File: src/rtl/floating_point_unit_pkg.sv
// Shared types and constants for the binary32 floating-point unit.
// Provides the float32_t operand layout, the guard/round/sticky bundle,
// the RISC-V rounding-mode encoding, the fflags layout and the special
// encodings (canonical NaN, largest finite magnitude, infinity magnitude).
package floating_point_unit_pkg;

  typedef struct packed {
    logic        sign;
    logic [7:0]  exponent;
    logic [22:0] mantissa;
  } float32_t;

  typedef struct packed {
    logic guard;
    logic round;
    logic sticky;
  } round_bits_t;

  // Encodings 5..7 are reserved; carriers of a raw mode use logic [2:0] so
  // those values can still be represented and flagged as illegal.
  typedef enum logic [2:0] {
    RNE = 3'd0,
    RTZ = 3'd1,
    RDN = 3'd2,
    RUP = 3'd3,
    RMM = 3'd4
  } rnd_mode_t;

  typedef struct packed {
    logic nv;
    logic dz;
    logic of;
    logic uf;
    logic nx;
  } fp_flags_t;

  localparam float32_t    CANONICAL_NAN = 32'h7FC0_0000;
  localparam logic [30:0] MAX_FINITE    = 31'h7F7F_FFFF;
  localparam logic [30:0] INFINITY      = 31'h7F80_0000;
  localparam logic [7:0]  EXP_MAX       = 8'hFF;

  function automatic logic mode_is_legal(input logic [2:0] mode);
    return mode <= 3'd4;
  endfunction

endpackage

File: src/rtl/round_increment_logic.sv
// Combinational rounding decision, shared by all FP rounders.
// Ports:
//   sign_i       operand sign
//   lsb_i        least significant kept mantissa bit
//   round_bits_i {guard, round, sticky} discarded bits
//   round_mode_i raw 3-bit rounding mode (illegal modes give inc_o = 0)
//   inc_o        add one ulp to the magnitude
//   inexact_o    any discarded bit was set
module round_increment_logic
  import floating_point_unit_pkg::*;
(
  input  logic        sign_i,
  input  logic        lsb_i,
  input  round_bits_t round_bits_i,
  input  logic [2:0]  round_mode_i,
  output logic        inc_o,
  output logic        inexact_o
);

  logic any_bits;

  assign any_bits  = round_bits_i.guard | round_bits_i.round | round_bits_i.sticky;
  assign inexact_o = any_bits;

  always_comb begin
    // NOTE: a default before the case keeps every path assigned, so no latch is inferred.
    inc_o = 1'b0;
    case (round_mode_i)
      RNE:     inc_o = round_bits_i.guard & (round_bits_i.round | round_bits_i.sticky | lsb_i);
      RTZ:     inc_o = 1'b0;
      RDN:     inc_o = sign_i & any_bits;
      RUP:     inc_o = ~sign_i & any_bits;
      RMM:     inc_o = round_bits_i.guard;
      default: inc_o = 1'b0;
    endcase
  end

endmodule

File: src/rtl/floating_point_rounder.sv
// Rounding / exception stage downstream of the FP adder.
// Pipeline: input capture + increment decision, magnitude increment and
// overflow detection, then result/flag selection into the output registers.
// An op captured at edge N is presented after edge N+2.
// Ports:
//   clk_i, rst_n_i   clock, async active-low reset
//   clk_en_i         low freezes every register (including the flag clear)
//   data_valid_i     adder result valid
//   result_i         normalized unrounded float32
//   round_bits_i     {guard, round, sticky}
//   overflow_i, underflow_i, invalid_i   adder exception indications
//   round_mode_i     RNE/RTZ/RDN/RUP/RMM, 5..7 illegal
//   flags_clear_i    clear accumulated fflags
//   data_valid_o     rounded result valid
//   result_o         rounded float32 (held between valid pulses)
//   op_flags_o       {NV,DZ,OF,UF,NX} for the presented op
//   acc_flags_o      sticky accumulated fflags
module floating_point_rounder
  import floating_point_unit_pkg::*;
(
  input  logic        clk_i,
  input  logic        rst_n_i,
  input  logic        clk_en_i,
  input  logic        data_valid_i,
  input  logic [31:0] result_i,
  input  logic [2:0]  round_bits_i,
  input  logic        overflow_i,
  input  logic        underflow_i,
  input  logic        invalid_i,
  input  logic [2:0]  round_mode_i,
  input  logic        flags_clear_i,
  output logic        data_valid_o,
  output logic [31:0] result_o,
  output logic [4:0]  op_flags_o,
  output logic [4:0]  acc_flags_o
);

  // ---------------- Stage 0: increment decision ----------------
  float32_t op_in;
  logic     inc_d, inexact_d;

  assign op_in = float32_t'(result_i);

  round_increment_logic u_round_inc (
    .sign_i       (op_in.sign),
    .lsb_i        (op_in.mantissa[0]),
    .round_bits_i (round_bits_t'(round_bits_i)),
    .round_mode_i (round_mode_i),
    .inc_o        (inc_d),
    .inexact_o    (inexact_d)
  );

  logic       s1_valid_q;
  float32_t   s1_op_q;
  logic       s1_inc_q, s1_inexact_q, s1_ovf_q, s1_unf_q, s1_nv_q;
  logic [2:0] s1_mode_q;

  // NOTE: datapath registers are reset too, because result_o/op_flags_o must read 0 after reset.
  always_ff @(posedge clk_i or negedge rst_n_i) begin
    if (!rst_n_i) begin
      // NOTE: non-blocking assignments for all state so every flop samples pre-edge values.
      s1_valid_q   <= 1'b0;
      s1_op_q      <= '0;
      s1_inc_q     <= 1'b0;
      s1_inexact_q <= 1'b0;
      s1_ovf_q     <= 1'b0;
      s1_unf_q     <= 1'b0;
      s1_nv_q      <= 1'b0;
      s1_mode_q    <= '0;
    end else if (clk_en_i) begin
      s1_valid_q <= data_valid_i;
      if (data_valid_i) begin
        s1_op_q      <= op_in;
        s1_inc_q     <= inc_d;
        s1_inexact_q <= inexact_d;
        s1_ovf_q     <= overflow_i;
        s1_unf_q     <= underflow_i;
        // An illegal mode is reported exactly like an invalid operation.
        s1_nv_q      <= invalid_i | ~mode_is_legal(round_mode_i);
        s1_mode_q    <= round_mode_i;
      end
    end
  end

  // ---------------- Stage 1: apply increment ----------------
  // A carry out of the mantissa ripples into the exponent, which also turns
  // the largest subnormal into the smallest normal.
  logic [30:0] sum;
  logic        is_special, of_det;

  assign sum        = {s1_op_q.exponent, s1_op_q.mantissa} + 31'(s1_inc_q);
  assign is_special = (s1_op_q.exponent == EXP_MAX);
  assign of_det     = ~is_special & ((sum[30:23] == EXP_MAX) | s1_ovf_q);

  logic        s2_valid_q, s2_sign_q, s2_nv_q, s2_of_q, s2_uf_q, s2_nx_q;
  logic [30:0] s2_mag_q;
  logic [2:0]  s2_mode_q;

  always_ff @(posedge clk_i or negedge rst_n_i) begin
    if (!rst_n_i) begin
      s2_valid_q <= 1'b0;
      s2_sign_q  <= 1'b0;
      s2_mag_q   <= '0;
      s2_nv_q    <= 1'b0;
      s2_of_q    <= 1'b0;
      s2_uf_q    <= 1'b0;
      s2_nx_q    <= 1'b0;
      s2_mode_q  <= '0;
    end else if (clk_en_i) begin
      s2_valid_q <= s1_valid_q;
      if (s1_valid_q) begin
        s2_sign_q <= s1_op_q.sign;
        // Infinities pass through untouched and raise nothing.
        s2_mag_q  <= is_special ? {s1_op_q.exponent, s1_op_q.mantissa} : sum;
        s2_nv_q   <= s1_nv_q;
        s2_of_q   <= of_det;
        s2_uf_q   <= ~is_special & s1_unf_q & s1_inexact_q;
        s2_nx_q   <= ~is_special & s1_inexact_q;
        s2_mode_q <= s1_mode_q;
      end
    end
  end

  // ---------------- Output selection ----------------
  float32_t  result_d;
  fp_flags_t flags_d;
  logic [30:0] of_mag;

  always_comb begin
    // Overflow saturates to infinity only when the mode rounds away from zero.
    of_mag = INFINITY;
    case (s2_mode_q)
      RTZ:     of_mag = MAX_FINITE;
      RDN:     of_mag = s2_sign_q ? INFINITY : MAX_FINITE;
      RUP:     of_mag = s2_sign_q ? MAX_FINITE : INFINITY;
      default: of_mag = INFINITY;
    endcase

    result_d = float32_t'({s2_sign_q, s2_mag_q});
    flags_d  = '{nv: 1'b0, dz: 1'b0, of: 1'b0, uf: s2_uf_q, nx: s2_nx_q};
    if (s2_nv_q) begin
      result_d = CANONICAL_NAN;
      flags_d  = '{nv: 1'b1, dz: 1'b0, of: 1'b0, uf: 1'b0, nx: 1'b0};
    end else if (s2_of_q) begin
      result_d = float32_t'({s2_sign_q, of_mag});
      flags_d  = '{nv: 1'b0, dz: 1'b0, of: 1'b1, uf: s2_uf_q, nx: 1'b1};
    end
  end

  logic        data_valid_q;
  logic [31:0] result_q;
  logic [4:0]  op_flags_q, acc_flags_q, acc_flags_d;

  always_comb begin
    acc_flags_d = acc_flags_q;
    case ({flags_clear_i, s2_valid_q})
      2'b11:   acc_flags_d = flags_d;
      2'b10:   acc_flags_d = '0;
      2'b01:   acc_flags_d = acc_flags_q | flags_d;
      default: acc_flags_d = acc_flags_q;
    endcase
  end

  always_ff @(posedge clk_i or negedge rst_n_i) begin
    if (!rst_n_i) begin
      data_valid_q <= 1'b0;
      result_q     <= '0;
      op_flags_q   <= '0;
      acc_flags_q  <= '0;
    end else if (clk_en_i) begin
      data_valid_q <= s2_valid_q;
      acc_flags_q  <= acc_flags_d;
      if (s2_valid_q) begin
        result_q   <= result_d;
        op_flags_q <= flags_d;
      end
    end
  end

  assign data_valid_o = data_valid_q;
  assign result_o     = result_q;
  assign op_flags_o   = op_flags_q;
  assign acc_flags_o  = acc_flags_q;

endmodule

File: config.mk
export PLATFORM = sky130hd
export DESIGN_NAME = floating_point_rounder
export DESIGN_NICKNAME = d
export VERILOG_FILES = /design/src/rtl/floating_point_unit_pkg.sv /design/src/rtl/round_increment_logic.sv /design/src/rtl/floating_point_rounder.sv
export SDC_FILE = /design/constraint.sdc
export NUM_CORES = 1
export LEC_CHECK = 0
export CAP_MARGIN = 15
export CELL_PAD_IN_SITES_DETAIL_PLACEMENT = 1
export CELL_PAD_IN_SITES_GLOBAL_PLACEMENT = 1
export CORE_UTILIZATION = 30
export CTS_CLUSTER_SIZE = 14
export DETAILED_ROUTE_END_ITERATION = 10
export PLACE_DENSITY_LB_ADDON = 0.1
export SKIP_LAST_GASP = 1
export SYNTH_ARGS = -nofsm -noshare
export SYNTH_HDL_FRONTEND = slang
export SYNTH_HIERARCHICAL = 1
export SYNTH_SLANG_ARGS = --single-unit
File: constraint.sdc
create_clock -name clk_i -period 2.87 [get_ports clk_i]
set_clock_uncertainty 0.2 [all_clocks]
set_input_delay 0.861 -clock clk_i [delete_from_list [all_inputs] [get_ports clk_i]]
set_output_delay 0.861 -clock clk_i [all_outputs]
set_load 0.02 [all_outputs]
Word level (Yosys, flattened, before mapping)
Cells that the tools add are included.
{"block": "totals", "reg_bits": 124, "out_inout_bits": 43, "input_bits": 46}
{"block": "classes", "muxes": 10, "bitwise_logic": 17, "eq_ne": 11, "reduce_logical": 6, "magnitude_cmp": 1, "n_addsub": 1}
{"op": "$pmux W24 S3", "count": 1}
{"op": "$mux W31", "count": 2}
{"op": "$mux W24", "count": 2}
{"op": "$mux W32", "count": 1}
{"op": "$add A31 B1 Y31", "count": 1}
{"op": "$eq A8 B8 Y1 const B", "count": 2}
{"op": "$pmux W5 S3", "count": 1}
{"op": "$eq A3 B2 Y1 const B", "count": 4}
{"op": "$reduce_and A2 Y1", "count": 4}
{"op": "$and A1 B1 Y1", "count": 7}
{"op": "$or A1 B1 Y1", "count": 6}
{"op": "$mux W5", "count": 1}
{"op": "$or A5 B5 Y5", "count": 1}
{"op": "$eq A2 B2 Y1 const B", "count": 2}
{"op": "$pmux W1 S4", "count": 1}
{"op": "$eq A3 B1 Y1 const B", "count": 1}
{"op": "$eq A3 B3 Y1 const B", "count": 1}
{"op": "$le A3 B3 Y1 const B", "count": 1}
{"op": "$logic_not A3 Y1", "count": 1}
{"op": "$mux W3", "count": 1}
{"op": "$not A1 Y1", "count": 3}
{"op": "$reduce_bool A3 Y1", "count": 1}
{"op": "$eq A2 B1 Y1 const B", "count": 1}

Logic depth before layout (Yosys ltp)
{"block": "depth", "word_depth": 4, "mapped_depth": 8}

Hierarchy
Netlist, hierarchy kept.
{"mod": "floating_point_rounder", "area_per_inst_um2": 5451.5, "cells_per_inst": 528, "n_inst": 1, "seq_area_each_um2": 3052.9}
{"mod": "round_increment_logic", "area_per_inst_um2": 56.3, "cells_per_inst": 7, "n_inst": 1, "seq_area_each_um2": 0.0}

Least setup slack after synthesis
OpenSTA, ideal clock, no wires.
{"block": "synth_path", "path_type": "input-to-reg", "start": "in clk_en_i", "end": "reg s2_mag_q[30]", "t_arrival_ps": 1965, "cell_stages": 6, "slack_ps": 639, "n_path_buf": 3, "setup_time_ps": 66, "path_cell_list": "clkbuf_1 -> and2_1 -> clkbuf_1 -> clkbuf_1 -> o21ai_0 -> nand2_1"}
{"block": "synth_via", "elab_chain_cells": 1}
{"item": "from (decl)", "line": "floating_point_rounder.sv:23", "rtl": "input logic clk_en_i,"}
{"item": "$reduce_and A2 Y1 (no line)"}
{"item": "to (signal assigned)", "line": "floating_point_rounder.sv:114", "rtl": "s2_mag_q <= is_special ? {s1_op_q.exponent, s1_op_q.mantissa} : sum;"}
{"item": "to (decl)", "line": "floating_point_rounder.sv:96", "rtl": "logic [30:0] s2_mag_q;"}
Every way passes these cells.
A chain may end at the register's enable or synchronous reset.

Final worst setup path
{"block": "layout_path", "start": "reg result_q[0], in the netlist result_o[0]", "end": "out result_o[0]"}
{"item": "from (decl)", "line": "floating_point_rounder.sv:151", "rtl": "logic [31:0] result_q;"}
{"item": "from (signal assigned)", "line": "floating_point_rounder.sv:174", "rtl": "result_q <= result_d;"}
{"item": "to (decl)", "line": "floating_point_rounder.sv:33", "rtl": "output logic [31:0] result_o,"}
No word-level cell between the ends.

==> results.yml <==
sta:
  fin_crit_sh_pct: 85.70
  slew_viol_final: 0
  slew_headroom_pct: 62.35
  finalHoldViolCount: 0
  fmax_mhz: 406.6
  post-route-min-period_ns: 2.460
  layout_setup_ws_ns: 0.4104
  rsz0062_at_grt: "false"
  tightest_slew_ns: 0.5595
  tns_ns: 0
  setup_viol: 0
clock_tree:
  cts_tree: "yes"
  cts_setup_buffers: 0
  htree_levels: 4
  clk_latency_ns: 0.41
  cts_sinks: 122
  clk_pin_slew_worst_paths_ns: 0.05
  cts_hold_buf: 0
  cts_resized: 0
  cts_buffers: 17
  cts_max_path_buffers: 2
  root_buffer: "clkbuf_16"
critical_path:
  critical_path_depth: 1
  r2r_start: "s1_op_q[12]"
  crit_slowest_cell: "clkdlybuf4s50_1"
  end_kind: "output pin"
  critical_path.max_stage_delay_ns: 0.62
  cp_cell_sequence: "clkdlybuf4s50_1"
  cp_data_required_time_ns: 1.81
  cp-startpoint: "result_o[0]"
  cp_max_fo: 2
  crit_arrival_ns: 1.40
  cp-start-kind: "flip-flop"
  cp.buffers_inverters: 1
  critPathKind: "reg -> out"
  crit_family: "buffers and inverters"
  reg2regPathDepth: 6
placement:
  portBuffers: 86
  place_hpwl_um: 10480
  place_ws_ns: 0.2181
  gp_congestion: 0.7370
  place_area_um2: 6690
synth:
  yosysTopAreaCell: "dfrtp_1"
  synth_top_area_share_pct: 55.43
  yosysUniqueCellTypes: 45
  avgSynthCellArea_um2: 10.29
  synth_most_common_cell: "dfrtp_1"
  async_reset_ff_share_pct: 100.0
  synth_area_leaders: "dfrtp_1 (55%), mux2_2 (8.6%), nand2_1 (6.5%), o21ai_0 (4.5%), nor2_1 (3.3%)"
  synth_cells: 535
  synth_area_um2: 5508
  synth_common_cells: "dfrtp_1 (122), nand2_1 (95), o21ai_0 (50)"
  synth_edf_count: 0
  ys_seq_area_share_pct: 55.43
  synthFlopType: "dfrtp_1"
  ys_warn_count: 6
  ys_seq_elements: 122
global_routing:
  grt_usage_pct: 16.35
  grt_start_max_net_pins: 50
  grt_pass1_vias: 4328
  grt_first_pass_wirelength_um: 23040
  gr-total-overflow: 0
  antenna_found_initial: 0
pwr:
  p_leak_nw: 3.012
  max-vdd-ir-drop_v: 0.0004065
  p_per_area_nw_per_um2: 790.4
floorplanning:
  io_pins: 89
  die_w_um: 137.5
  core_um2: 17960
  rows: 49
  fp.dieArea_um2: 18900
  start_util_pct: 30.66
  die_h_um: 137.5
layout:
  nFillCells: 1982
  multi_input_area_um2: 2298
  postLayoutCellArea_um2: 7199
  layout.nets: 675
  n_antenna_cell: 0
  drive_above_1_share_pct: 14.22
  regArea_um2: 3053
  areaGrowthSynthToFinish_pct: 30.71
detailed_routing:
  vias_per_cell: 4.770
  drtPass1Iterations: 4
  post_drt_wl_per_cell_um: 16.38
  vias: 4112
  routed_wl_um: 14120
  drc_errors: 0
  drt-initial-drc-count: 142
  antenna_left: 0
outcome:
  status: "complete, no violations"
worst_hold_path:
  min_path_type: "in -> async"
flow_run:
  maxCapViolations: 0
## cell usage in the layout, fill, tap and decap left out, types with 10 or more instances in the layout
cell type	n
dfrtp_1	122
nand2_1	94
clkdlybuf4s50_1	85
o21ai_0	50
nor2_1	49
mux2_2	42
clkbuf_16	17
nand3_1	14
xnor2_1	14
a21oi_1	14
xor2_1	13
nand4_1	10
buf_4	10
## routing by layer
layer / vias up / track usage, % / wire [um]
met5: - / 0 / 0
met4: 0 / 6.410 / 210
met3: 14 / 3.642 / 445
met2: 66 / 26.10 / 6883
met1: 2025 / 21.42 / 6575
li1: 2007 / - / -
## flip-flops by register name (all words and copies together), names as in the netlist, 3 cells and up
register	count
result_o	32
s1_op_q	32
s2_mag_q	31
acc_flags_o	4
op_flags_o	4
s1_mode_q	3
s2_mode_q	3
## cell type report
type	instances	share of cell area (%)
clock buffer	24	6.830
clock inverter	3	0.2433
inverter	7	0.3650
multi-input combinational	377	31.93
sequential	122	42.41
tap	229	3.980
timing repair buffer	100	14.25
## stage by stage
step                      util, %  instances  hold WS, ns  power (mW)
after floorplan                 -        536       0.2331       3.156
after global placement      37.24        835       0.2518       3.844
after detailed placement    37.24        835       0.2579       3.897
after CTS                   40.08        862       0.1877       5.788
after global routing        40.08        862       0.1995       6.035
final                       40.08        862       0.1887       5.690
## kinds of logic after synthesis
| logic type | count (synthesis) | synth area share [%] |
|---|---|---|
| AO/OA/AOI/OAI | 88 | 9.223 |
| XOR/XNOR | 27 | 4.294 |
| buffers and inverters | 37 | 2.953 |
| multiplexers | 44 | 8.950 |
| flip-flops | 122 | 55.43 |
| AND/OR/NAND/NOR | 212 | 18.17 |
| adder cells (fa/ha/maj) | 4 | 0.9087 |
| other | 1 | 0.06809 |
## power by group
part | switching (mW) | total (mW) | internal [mW]
clock | 0.694 | 1.86 | 1.16
combinational | 0.708 | 1.40 | 0.695
sequential | 0.309 | 2.43 | 2.12
## path summary, 6_finish.rpt
| kind | to | slack, ns |
|---|---|---|
| worst max-delay path | result_o[0] | 0.41 |
| worst min-delay path | result_o[14] | 0.19 |
| worst max register to register | s2_of_q | 0.56 |
| worst min register to register | s2_mode_q[1] | 0.27 |
| max in group asynchronous | result_o[26] | 1.67 |
| min in group clk_i | s2_mode_q[1] | 0.27 |
Power figures use the tool's default switching activity.
